<file path="src/rtl/approx_mult_sched_pkg.sv">
// Purpose : shared widths, helper function and pipeline record types for approx_mult_sched.
// Latency : n/a (types and constants only).
// Backpressure: n/a.
package approx_mult_pkg;

    localparam int OP_W       = 8;
    localparam int PROD_W     = 16;
    // The tag field is sized for the largest legal requester count (8).
    localparam int ID_MAX_W   = 3;
    // Partial-product columns below this weight are not summed by the approximate multiplier.
    localparam int TRUNC_COLS = 4;

    function automatic int clog2(input int v);
        int r;
        r = 0;
        for (int i = 0; i < 31; i++) begin
            if ((1 << i) < v) r = i + 1;
        end
        return r;
    endfunction

    typedef struct packed {
        logic [OP_W-1:0]     a;
        logic [OP_W-1:0]     b;
        logic [ID_MAX_W-1:0] id;
    } s1_rec_t;

    typedef struct packed {
        logic [PROD_W-1:0]   product;
        logic [ID_MAX_W-1:0] id;
    } s2_rec_t;

endpackage

</file>
<file path="src/rtl/approx_mult_8bit.sv">
// Purpose : 8x8 approximate multiplier; partial-product bits in the lowest TRUNC_COLS columns are dropped.
// Latency : combinational.
// Backpressure: none.
// Ports   : a, b operands; product = sum of shifted rows of b with the low columns masked off.
module approx_mult_8bit
    import approx_mult_pkg::*;
(
    input  logic [OP_W-1:0]   a,
    input  logic [OP_W-1:0]   b,
    output logic [PROD_W-1:0] product
);

    localparam logic [PROD_W-1:0] KEEP_MASK = ~PROD_W'((1 << TRUNC_COLS) - 1);

    // Row i is b shifted by i; masking each row drops every a[i]&b[j] term with i+j < TRUNC_COLS.
    always_comb begin
        product = '0;
        for (int i = 0; i < OP_W; i++) begin
            if (a[i]) product = product + (({{(PROD_W-OP_W){1'b0}}, b} << i) & KEEP_MASK);
        end
    end

endmodule

</file>
<file path="src/rtl/approx_mult_sched_rr_arbiter.sv">
// Purpose : round-robin request arbiter, search starts at ptr and wraps.
// Latency : combinational.
// Backpressure: none; caller qualifies grant with its own accept.
// Ports   : req, ptr in; one-hot grant, grant_idx and any out.
module rr_arbiter
    import approx_mult_pkg::*;
#(
    parameter  int N  = 4,
    localparam int IW = (clog2(N) > 1) ? clog2(N) : 1
) (
    input  logic [N-1:0]  req,
    input  logic [IW-1:0] ptr,
    output logic [N-1:0]  grant,
    output logic [IW-1:0] grant_idx,
    output logic          any
);

    // Two passes: indices at or above ptr first, then the wrapped indices below it.
    always_comb begin
        grant     = '0;
        grant_idx = '0;
        any       = 1'b0;
        for (int i = 0; i < N; i++) begin
            if (!any && req[i] && (i >= int'(ptr))) begin
                any       = 1'b1;
                grant[i]  = 1'b1;
                grant_idx = IW'(i);
            end
        end
        for (int i = 0; i < N; i++) begin
            if (!any && req[i] && (i < int'(ptr))) begin
                any       = 1'b1;
                grant[i]  = 1'b1;
                grant_idx = IW'(i);
            end
        end
    end

endmodule

</file>
<file path="src/rtl/approx_mult_sched.sv">
// Purpose : shares one approx_mult_8bit between N_REQ requesters, round-robin, tagged response.
// Latency : accept at edge k -> rsp_valid after edge k+1; 1 product/cycle sustained.
// Backpressure: rsp_ready=0 with a held response freezes both stages and ptr; req_ready drops once S1 is full.
// Ports   : CLK_100MHZ, RST (sync, active-high); req_valid/req_a/req_b/req_ready per requester;
//           rsp_valid/rsp_id/rsp_product/rsp_ready response channel; busy; err_max (APPROX_ERR_MON_EN only).
// Option  : define APPROX_ERR_MON_EN to add an exact multiplier and the err_max running maximum.
module approx_mult_sched
    import approx_mult_pkg::*;
#(
    parameter  int N_REQ = 4,
    localparam int ID_W  = (clog2(N_REQ) > 1) ? clog2(N_REQ) : 1
) (
    input  logic                    CLK_100MHZ,
    input  logic                    RST,
    input  logic [N_REQ-1:0]        req_valid,
    input  logic [OP_W*N_REQ-1:0]   req_a,
    input  logic [OP_W*N_REQ-1:0]   req_b,
    output logic [N_REQ-1:0]        req_ready,
    output logic                    rsp_valid,
    output logic [ID_W-1:0]         rsp_id,
    output logic [PROD_W-1:0]       rsp_product,
    input  logic                    rsp_ready,
    output logic                    busy
`ifdef APPROX_ERR_MON_EN
    ,
    output logic [PROD_W-1:0]       err_max
`endif
);

    s1_rec_t           s1;
    s2_rec_t           s2;
    logic              s1_v;
    logic              s2_v;
    logic [ID_W-1:0]   ptr;

    logic [N_REQ-1:0]  grant;
    logic [ID_W-1:0]   grant_idx;
    logic              grant_any;
    logic              adv2;
    logic              accept;
    logic              xfer;
    logic [OP_W-1:0]   sel_a;
    logic [OP_W-1:0]   sel_b;
    logic [PROD_W-1:0] approx_prod;
    logic              id_hi_unused;

    rr_arbiter #(.N(N_REQ)) u_arb (
        .req       (req_valid),
        .ptr       (ptr),
        .grant     (grant),
        .grant_idx (grant_idx),
        .any       (grant_any)
    );

    approx_mult_8bit u_mult (
        .a       (s1.a),
        .b       (s1.b),
        .product (approx_prod)
    );

    // S1 may refill in the same cycle S2 drains, so one stall signal covers both stages.
    assign adv2      = !s2_v || rsp_ready;
    assign accept    = !s1_v || adv2;
    assign req_ready = (accept && !RST) ? grant : '0;
    assign xfer      = grant_any && accept && !RST;

    always_comb begin
        sel_a = '0;
        sel_b = '0;
        for (int i = 0; i < N_REQ; i++) begin
            if (grant[i]) begin
                sel_a = req_a[OP_W*i +: OP_W];
                sel_b = req_b[OP_W*i +: OP_W];
            end
        end
    end

`ifdef APPROX_ERR_MON_EN
    logic [PROD_W-1:0] exact_prod;
    logic [PROD_W-1:0] err_cur;
    assign exact_prod = PROD_W'(s1.a) * PROD_W'(s1.b);
    assign err_cur    = (exact_prod >= approx_prod) ? (exact_prod - approx_prod)
                                                    : (approx_prod - exact_prod);
`endif

    always_ff @(posedge CLK_100MHZ) begin
        if (RST) begin
            s1_v <= 1'b0;
            s2_v <= 1'b0;
            s1   <= '0;
            s2   <= '0;
            ptr  <= '0;
`ifdef APPROX_ERR_MON_EN
            err_max <= '0;
`endif
        end else begin
            if (adv2) begin
                s2_v <= s1_v;
                if (s1_v) begin
                    s2.product <= approx_prod;
                    s2.id      <= s1.id;
`ifdef APPROX_ERR_MON_EN
                    if (err_cur > err_max) err_max <= err_cur;
`endif
                end
            end
            if (accept) begin
                s1_v <= xfer;
                if (xfer) begin
                    s1.a  <= sel_a;
                    s1.b  <= sel_b;
                    s1.id <= ID_MAX_W'(grant_idx);
                end
            end
            if (xfer) begin
                ptr <= (int'(grant_idx) == N_REQ - 1) ? '0 : grant_idx + 1'b1;
            end
        end
    end

    assign rsp_valid    = s2_v;
    assign rsp_id       = s2.id[ID_W-1:0];
    assign rsp_product  = s2.product;
    assign busy         = s1_v || s2_v;
    // Tag bits above ID_W are always zero.
    assign id_hi_unused = ^s2.id;

endmodule

</file>
<file path="config.mk">
export PLATFORM = sky130hd
export DESIGN_NAME = approx_mult_sched
export DESIGN_NICKNAME = d
export VERILOG_FILES = /design/src/rtl/approx_mult_sched_pkg.sv /design/src/rtl/approx_mult_8bit.sv /design/src/rtl/approx_mult_sched_rr_arbiter.sv /design/src/rtl/approx_mult_sched.sv
export SDC_FILE = /design/constraint.sdc
export NUM_CORES = 1
export LEC_CHECK = 0
export CAP_MARGIN = 10
export CORE_MARGIN = 2
export CORE_UTILIZATION = 36
export CTS_BUF_LIST = sky130_fd_sc_hd__clkbuf_4 sky130_fd_sc_hd__clkbuf_8 sky130_fd_sc_hd__clkbuf_16
export DETAILED_ROUTE_END_ITERATION = 10
export PLACE_DENSITY = 0.72
export SLEW_MARGIN = 25
export SYNTH_ARGS = -nofsm -noshare
export SYNTH_HDL_FRONTEND = slang
export SYNTH_SLANG_ARGS = --single-unit
export TNS_END_PERCENT = 100
</file>
<file path="constraint.sdc">
create_clock -name CLK_100MHZ -period 9 [get_ports CLK_100MHZ]
set_input_delay 1.35 -clock CLK_100MHZ [delete_from_list [all_inputs] [get_ports CLK_100MHZ]]
set_output_delay 1.35 -clock CLK_100MHZ [all_outputs]
set_load 0.02 [all_outputs]
</file>
==> impl_results.rst, run 1 <==
.. list-table::
   :header-rows: 1

   * - Metric
     - Value
   * - Count of final max-slew check failures
     - 0
   * - Overall power consumption
     - 1.101 mW
   * - Worst hold endpoint
     - rsp_id[0]
   * - Top FF cell, synth
     - dfxtp_1
   * - Path class of the lowest-slack min-delay path
     - reg2reg
   * - Fraction of power spent switching nets
     - 0.4202
   * - Number of buffers created by CTS
     - 5
   * - Buffer depth of the longest clock path
     - 2
   * - Hold Vio Cnt, Final
     - 0
   * - CTS tree
     - yes
   * - Post-detailed-route DRC marker count
     - 0
   * - Worst flop-to-flop path endpoint
     - rsp_product[14]
   * - Synth area leader
     - dfxtp_1
   * - Max_slew headroom
     - 0.5083
   * - Effective utilization at floorplan
     - 0.3713
   * - CP Max Fanout
     - 9
   * - Clock Latency Late Sink
     - 0.28 ns
   * - Synth unique cells
     - 67
   * - Reg-to-Reg Start
     - s1[7]
   * - Port-buffer cells
     - 90
   * - # fillers
     - 1097
   * - CTS H-tree depth
     - 2
   * - First-pass GRT wire length
     - 20150 um
   * - Final critical-path share of the clock period
     - 0.9411
   * - Core occupancy in the finished layout
     - 0.4769
   * - Horizontal die dimension
     - between 100 and 150 um
   * - Yosys synthesis warning count
     - 0
   * - Startpoint of the most critical hold path
     - rsp_id[0]
   * - Worst hold path cell count
     - 2
   * - Crit. End Element
     - flop
   * - Leakage Power
     - 2.358 nW
   * - Total area of multi-input combinational cells
     - 0.003327 mm2
   * - Die Y
     - ~110 um
   * - Area overhead of the layout relative to synthesis
     - 28.45%
   * - Cell occurring most often along the worst timing path
     - ha_1
   * - Max Clock Freq
     - 118.1 MHz
   * - GR Overflow Total
     - 0
   * - Instance count of the mapped netlist
     - 541
   * - Detailed-route vias per instance
     - 5.657
   * - Highest-count cells in the layout ignoring fill and taps
     - 90 x clkdlybuf4s50_1, 55 x a21oi_1, 50 x ha_1
   * - Number of clock sinks seen by CTS
     - 36
   * - Std-Cell Core Area
     - about 0.011 mm2
   * - Int Pwr
     - 0.6386 mW
   * - Part of the total power dissipated in the clock network
     - 0.180
   * - Library cell used as clock root buffer
     - clkbuf_16
   * - Synth Register Bits
     - 36
   * - Cell area after layout
     - 0.005469 mm2
   * - Most common cell after layout, fill and taps aside
     - clkdlybuf4s50_1
   * - Syn Area/Cell
     - between 7 and 8 um2
   * - Routed length on met3
     - 656 um
   * - Switching power of the nets
     - 0.4628 mW
   * - Count of endpoints failing setup in the final report
     - 0
   * - Arr. time, crit path
     - 8.69 ns
   * - Placer congestion estimate
     - between 0.8 and 0.9
   * - Via count of the first global-routing pass
     - 4404
   * - Full die area
     - 0.01271 mm2
   * - Delay of the slowest cell on the worst path
     - 0.38 ns
   * - Share of synthesized registers carrying an async set or reset
     - 0
   * - Total number of vias
     - 4299
   * - Crit path time final
     - ~8.5 ns
   * - Number of design-rule violations left by the first detailed-router iteration
     - 213
   * - Routed wl met2
     - 5782 um
   * - Netlist area before placement
     - approximately 0.0043 mm2
   * - Top-area cell type share of the netlist area
     - 0.1693
   * - Wl on met1
     - 5283 um
   * - Critical Setup Path Class
     - reg2reg
   * - Flop2flop setup slack
     - 0.53 ns
   * - Sequential area share after synthesis
     - 0.1693
   * - Top layer in use
     - met4
   * - Number of flops mapped to enable cells by yosys
     - 0
   * - Count of inserted antenna diode cells
     - 0
   * - Setup clock skew after layout
     - 0.01084 ns
   * - Startpoint type of the worst setup path
     - flop
   * - Flop pwr share
     - 0.212
   * - Antenna violations before repair
     - 0
   * - Post-DP HPWL
     - 9351 um
   * - Top post-synthesis cells by area
     - dfxtp_1 17%, ha_1 15%, a21oi_1 6.6%
   * - Outcome
     - finished clean
   * - Clock-pin transition on the worst setup and hold timing paths
     - 0.06 ns
   * - Area taken by flip-flops and latches
     - about 720 um2
   * - Final Net Count
     - 744
   * - Path depth of the worst reg2reg path
     - 42
   * - Final Routed Wirelength
     - 11920 um
   * - Placed standard-cell area
     - 0.005254 mm2
   * - Worst Tran Pin Value
     - roughly 0.74 ns
   * - Remaining antenna violation count after routing
     - 0
   * - Cell area power density
     - 201.4 mW/mm2
   * - Row Count
     - 39
   * - Power share of the combinational group
     - 0.607
   * - Pin count of the biggest net entering global routing
     - 39
   * - Critical Path Slowest Stage Cell
     - maj3_1
   * - Boundary Pins
     - 95
   * - IR drop worst, VDD
     - 0.00008174 V
   * - Required time of the worst setup path
     - between 9 and 10 ns
   * - Fraction of final layout cells sized beyond drive strength 1
     - 0.1135
   * - Maximum Capacitance Violations
     - 0
   * - Detailed-router iteration count before antenna repair
     - 7
   * - Overall Global Routing Usage
     - 0.1871
   * - Routed len/inst
     - 15.69 um
## routing by layer
layer	track usage	up-vias
met4	0.05610	0
met3	0.03053	17
met2	0.3417	133
met5	0	-
met1	0.2249	2009
li1	-	2140
## what timing repair did
action	in CTS	in global routing
endpoints found under the setup margin	0	3
hold buffers	0	0
gates resized for setup	0	12
hold endpoints to repair	0	0
buffers inserted	0	1
## cells by family after synthesis
family          share of synthesized area
compound gates                     0.3209
simple gates                       0.1613
buf+inv                           0.06024
fa+ha+maj                          0.1848
flops                              0.1693
xor+xnor                          0.05760
mux                               0.04496
other cells                     0.0008807
## Yosys cell counts, types with 2 or more instances
library cell / instances
a211oi_1: 4
a21o_1: 12
a21oi_1: 56
a21oi_2: 2
a221oi_2: 2
a222oi_1: 16
a22o_1: 2
a311oi_1: 3
a31o_2: 17
a31oi_1: 7
and2_1: 7
and3_1: 4
buf_1: 2
buf_4: 4
clkbuf_1: 24
dfxtp_1: 36
fa_1: 7
ha_1: 50
inv_1: 30
inv_2: 3
mux2_2: 8
mux2i_1: 9
nand2_1: 45
nand2b_1: 9
nand3_1: 6
nor2_1: 44
nor2b_1: 11
nor3_1: 5
nor4_1: 2
o211ai_1: 2
o21a_1: 10
o21ai_0: 24
o21ai_1: 9
o21bai_1: 2
o221a_2: 2
o22ai_1: 2
o311a_1: 2
o31a_1: 2
or2_2: 5
xnor2_1: 17
xor2_1: 11
## critical path: cells and delay by family (launching register included)
family | cells | cell delay (ns)
and+or+nand+nor | 6 | 0.56
DFF | 1 | 0.37
adders and majority gates | 8 | 2.62
buffers and inverters | 3 | 0.31
xor gates and xnor gates | 6 | 0.85
AOI/OAI and AO/OA | 15 | 2.58
muxes | 4 | 1.06
## worst max-delay path by stage
stage          cells after the start              end  startpoint  slack [ns]
4_1_cts                           41  rsp_product[15]       s1[7]        0.36
3_5_place_dp                      41  rsp_product[15]       s1[7]        0.37
5_1_grt                           47  rsp_product[14]       s1[7]     -0.0005
6_report                          42  rsp_product[14]       s1[7]        0.53
2_1_floorplan                     42  rsp_product[15]       s1[8]        1.01
3_3_place_gp                      41  rsp_product[15]       s1[7]        0.69
## flip-flops by register name, indices dropped and copies added (netlist names)
name         flops
s1              18
rsp_product     12
rsp_id           2
ptr              2
s1_v             1
rsp_valid        1
## power by group through the flow
stage / clock network, mW / registers [mW] / logic, mW
after CTS: 0.201 / 0.232 / 0.658
after floorplan: 0 / 0.227 / 0.496
after global placement: 0 / 0.234 / 0.629
final: 0.199 / 0.234 / 0.669
after detailed placement: 0 / 0.235 / 0.655
after global routing: 0.208 / 0.240 / 0.749
## metrics by stage
step | hold WS [ns] | setup TNS (ns) | setup WS (ns) | cells
2_1_floorplan | 0.4316 | 0 | 1.013 | 544
6_report | 0.4523 | 0 | 0.5298 | 760
3_5_place_dp | 0.4456 | 0 | 0.3689 | 751
4_1_cts | 0.4531 | 0 | 0.3568 | 759
3_3_place_gp | 0.4518 | 0 | 0.6933 | 751
5_1_grt | 0.4901 | -0.0004983 | -0.0004983 | 760
## layout make-up
class | count | share of cell area
multi-input combinational | 444 | 0.6083
timing repair buffer | 96 | 0.1736
sequential | 36 | 0.1320
tap | 143 | 0.03272
clock buffer | 6 | 0.02425
inverter | 33 | 0.02265
clock inverter | 2 | 0.006406
(Power assumes the default switching activity.)
==> inputs of run 2 (changes only) <==
--- a/config.mk
+++ b/config.mk
@@ -6,11 +6,11 @@
 export NUM_CORES = 1
 export LEC_CHECK = 0
 export CAP_MARGIN = 10
-export CORE_MARGIN = 2
 export CORE_UTILIZATION = 36
 export CTS_BUF_LIST = sky130_fd_sc_hd__clkbuf_4 sky130_fd_sc_hd__clkbuf_8 sky130_fd_sc_hd__clkbuf_16
 export DETAILED_ROUTE_END_ITERATION = 10
 export PLACE_DENSITY = 0.72
+export SETUP_SLACK_MARGIN = 0.1
 export SLEW_MARGIN = 25
 export SYNTH_ARGS = -nofsm -noshare
 export SYNTH_HDL_FRONTEND = slang
==> run 2 against run 1 <==
Net effect:
- combinational power rose by 1%
- die area is 3.5% lower
- total power shrank 1.0%
- final cell count grew 0.13%
- sequential share of layout area down 0.087 points
- clock power shrank 11%
- utilization increased by 0.32 points
- non-clock buffer count grew 1
- flip-flop and latch count did not move
- sequential power is essentially flat
- critical endpoint unchanged
- largest cell class unchanged
- highest routed layer unchanged
==> impl_results.rst, run 2 (synthesis gave the netlist of run 1 again) <==
.. list-table::
   :header-rows: 1

   * - Metric
     - Value
   * - Outcome
     - finished clean
   * - Placer congestion estimate
     - 0.8431 (-0.40%)
   * - Delay of the slowest cell on the worst path
     - 0.38 ns (about the same)
   * - Area overhead of the layout relative to synthesis
     - 29.30%
   * - Number of buffers created by CTS
     - 5 (unchanged)
   * - Int Pwr
     - 0.6243 mW (-2.2%)
   * - Row Count
     - 39 (unchanged)
   * - Maximum Capacitance Violations
     - 0 (unchanged)
   * - Switching power of the nets
     - 0.4658 mW (+0.64%)
   * - Total number of vias
     - 4309 (+0.23%)
   * - Hold Vio Cnt, Final
     - 0 (unchanged)
   * - Count of final max-slew check failures
     - 0 (unchanged)
   * - CTS H-tree depth
     - 2 (unchanged)
   * - Fraction of power spent switching nets
     - 0.4273 (+0.007101)
   * - Via count of the first global-routing pass
     - 4179 (-5.1%)
   * - Count of inserted antenna diode cells
     - 0 (unchanged)
   * - Crit. End Element
     - flop
   * - Pin count of the biggest net entering global routing
     - 39 (unchanged)
   * - Largest delay share family, worst path
     - adder cells
   * - Port-buffer cells
     - 90 (unchanged)
   * - Fraction of final layout cells sized beyond drive strength 1
     - 0.1262 (+0.01276)
   * - Count of endpoints failing setup in the final report
     - 0 (unchanged)
   * - Highest-count cells in the layout ignoring fill and taps
     - 90 x clkdlybuf4s50_1, 55 x a21oi_1, 48 x ha_1
   * - Post-DP HPWL
     - 9125 um (-2.4%)
   * - Effective utilization at floorplan
     - 0.3713 (unchanged)
   * - Std-Cell Core Area
     - 0.01147 mm2 (unchanged)
   * - Number of design-rule violations left by the first detailed-router iteration
     - 232 (+8.9%)
   * - Max_slew headroom
     - 0.4186 (-0.08978)
   * - Final critical-path share of the clock period
     - 0.9412 (about the same)
   * - Largest reg by FF count
     - s1
   * - Library cell used as clock root buffer
     - clkbuf_16
   * - Placed Instances
     - 750 (-0.13%)
   * - Final Net Count
     - 745 (+0.13%)
   * - Detailed-route vias per instance
     - 5.662 (+0.10%)
   * - Buffers plus inverters on the worst setup path
     - 3 (unchanged)
   * - Die Y
     - 110.8 um (-1.8%)
   * - Hold Buf Count CTS
     - 0 (unchanged)
   * - Post-route insts no fill
     - 761 (+0.13%)
   * - Clock-pin transition on the worst setup and hold timing paths
     - 0.06 ns (about the same)
   * - Number of clock sinks seen by CTS
     - 36 (unchanged)
   * - Cell area power density
     - 198.0 mW/mm2 (-1.7%)
   * - Clock Latency Late Sink
     - 0.28 ns (about the same)
   * - Cell occurring most often along the worst timing path
     - ha_1
   * - Arr. time, crit path
     - 8.68 ns (about the same)
   * - Unrepaired setup endpoints after global routing
     - no
   * - Worst Tran Pin Value
     - 0.8712 ns (+0.1347 ns)
   * - First-pass GRT wire length
     - 19550 um (-3.0%)
   * - Remaining antenna violation count after routing
     - 0 (unchanged)
   * - Power share of the combinational group
     - 0.622 (+0.015)
   * - Final Routed Wirelength
     - 11790 um (-1.1%)
   * - Boundary Pins
     - 95 (unchanged)
   * - Full die area
     - 0.01227 mm2 (-3.5%)
   * - Setup tns final
     - 0 ns (unchanged)
   * - Antenna violations before repair
     - 0 (unchanged)
   * - Post-layout worst setup margin
     - 0.5289 ns (-0.0008620 ns)
   * - Max Clock Freq
     - 118.0 MHz (about the same)
   * - Horizontal die dimension
     - 110.8 um (-1.8%)
   * - Overall power consumption
     - 1.090 mW (-1.0%)
   * - Detailed-router iteration count before antenna repair
     - 5 (-2)
   * - Worst slack, placed
     - 0.3777 ns (+0.008832 ns)
   * - Leakage Power
     - 2.361 nW (+0.13%)
   * - Setup clock skew after layout
     - 0.008711 ns (-0.002128 ns)
   * - Critical Setup Path Class
     - reg2reg
   * - Buffer depth of the longest clock path
     - 2 (unchanged)
   * - GR Overflow Total
     - 0 (unchanged)
   * - Most common cell after layout, fill and taps aside
     - clkdlybuf4s50_1
   * - Startpoint type of the worst setup path
     - flop
   * - Routed len/inst
     - 15.50 um (-1.2%)
   * - Part of the total power dissipated in the clock network
     - 0.163 (-0.017)
   * - Critical Path Slowest Stage Cell
     - maj3_1
   * - Path class of the lowest-slack min-delay path
     - reg2reg
   * - Required time of the worst setup path
     - 9.21 ns (about the same)
   * - CTS tree
     - yes
   * - Overall Global Routing Usage
     - 0.1871 (about the same)
   * - Crit path time final
     - 8.471 ns (+0.0008620 ns)
   * - Core occupancy in the finished layout
     - 0.4801 (+0.003164)
   * - IR drop worst, VDD
     - 0.0001009 V (+23%)
   * - Flop pwr share
     - 0.215 (+0.003)
   * - Post-detailed-route DRC marker count
     - 0 (unchanged)
   * - Flip-flop count of the largest register after layout
     - 18 (unchanged)
   * - CP Max Fanout
     - 9 (unchanged)
==> run 2: area by class of cell <==
cell class | count | area (um2)
clock buffer | 7 | 146.4
clock inverter | 1 | 7.507
fill | 1091 | 5962
inverter | 33 | 123.9
multi-input combinational | 444 | 3373
sequential | 36 | 721.9
tap | 143 | 178.9
timing repair buffer | 97 | 953.4
==> run 2: routing by layer <==
layer | vias up | track usage | wire length [um]
met5 | - | 0 | 0
met4 | 0 | 0.04622 | 144
met3 | 17 | 0.04046 | 742
met2 | 142 | 0.3304 | 5654
met1 | 2017 | 0.2293 | 5253
li1 | 2133 | - | -
==> run 2: timing repair <==
action,in CTS,in global routing
setup endpoints to repair,0,4
setup buffers,0,3
gates resized for setup,0,20
==> run 2: worst paths after layout <==
kind,from,end,slack [ns],cells after the start
worst max register to register,s1[7],rsp_product[14],0.53,42
worst min-delay path,s1[1],rsp_id[1],0.45,2
worst min register to register,s1[1],rsp_id[1],0.45,2
worst max-delay path,s1[7],rsp_product[14],0.53,42
==> run 2: tightest hold or removal path, delay by kind of cell, from the launching register on <==
kind | cells | cell delay [ns]
flops | 1 | 0.31
simple gates | 1 | 0.05
compound gates | 1 | 0.05
==> run 2: power groups by stage <==
stage	Sequential (mW)	Clock, mW	Combinational (mW)
2_1_floorplan	0.227	0	0.496
3_3_place_gp	0.235	0	0.628
3_5_place_dp	0.236	0	0.650
4_1_cts	0.233	0.182	0.656
5_1_grt	0.240	0.191	0.756
6_report	0.234	0.177	0.678
==> run 2: stage by stage <==
| step | instance area, um2 | hold slack, ns |
|---|---|---|
| after floorplan | 4269 | 0.4316 |
| after global placement | 5246 | 0.4512 |
| after detailed placement | 5246 | 0.4530 |
| after CTS | 5400 | 0.4602 |
| after global routing | 5505 | 0.4756 |
| final | 5505 | 0.4523 |
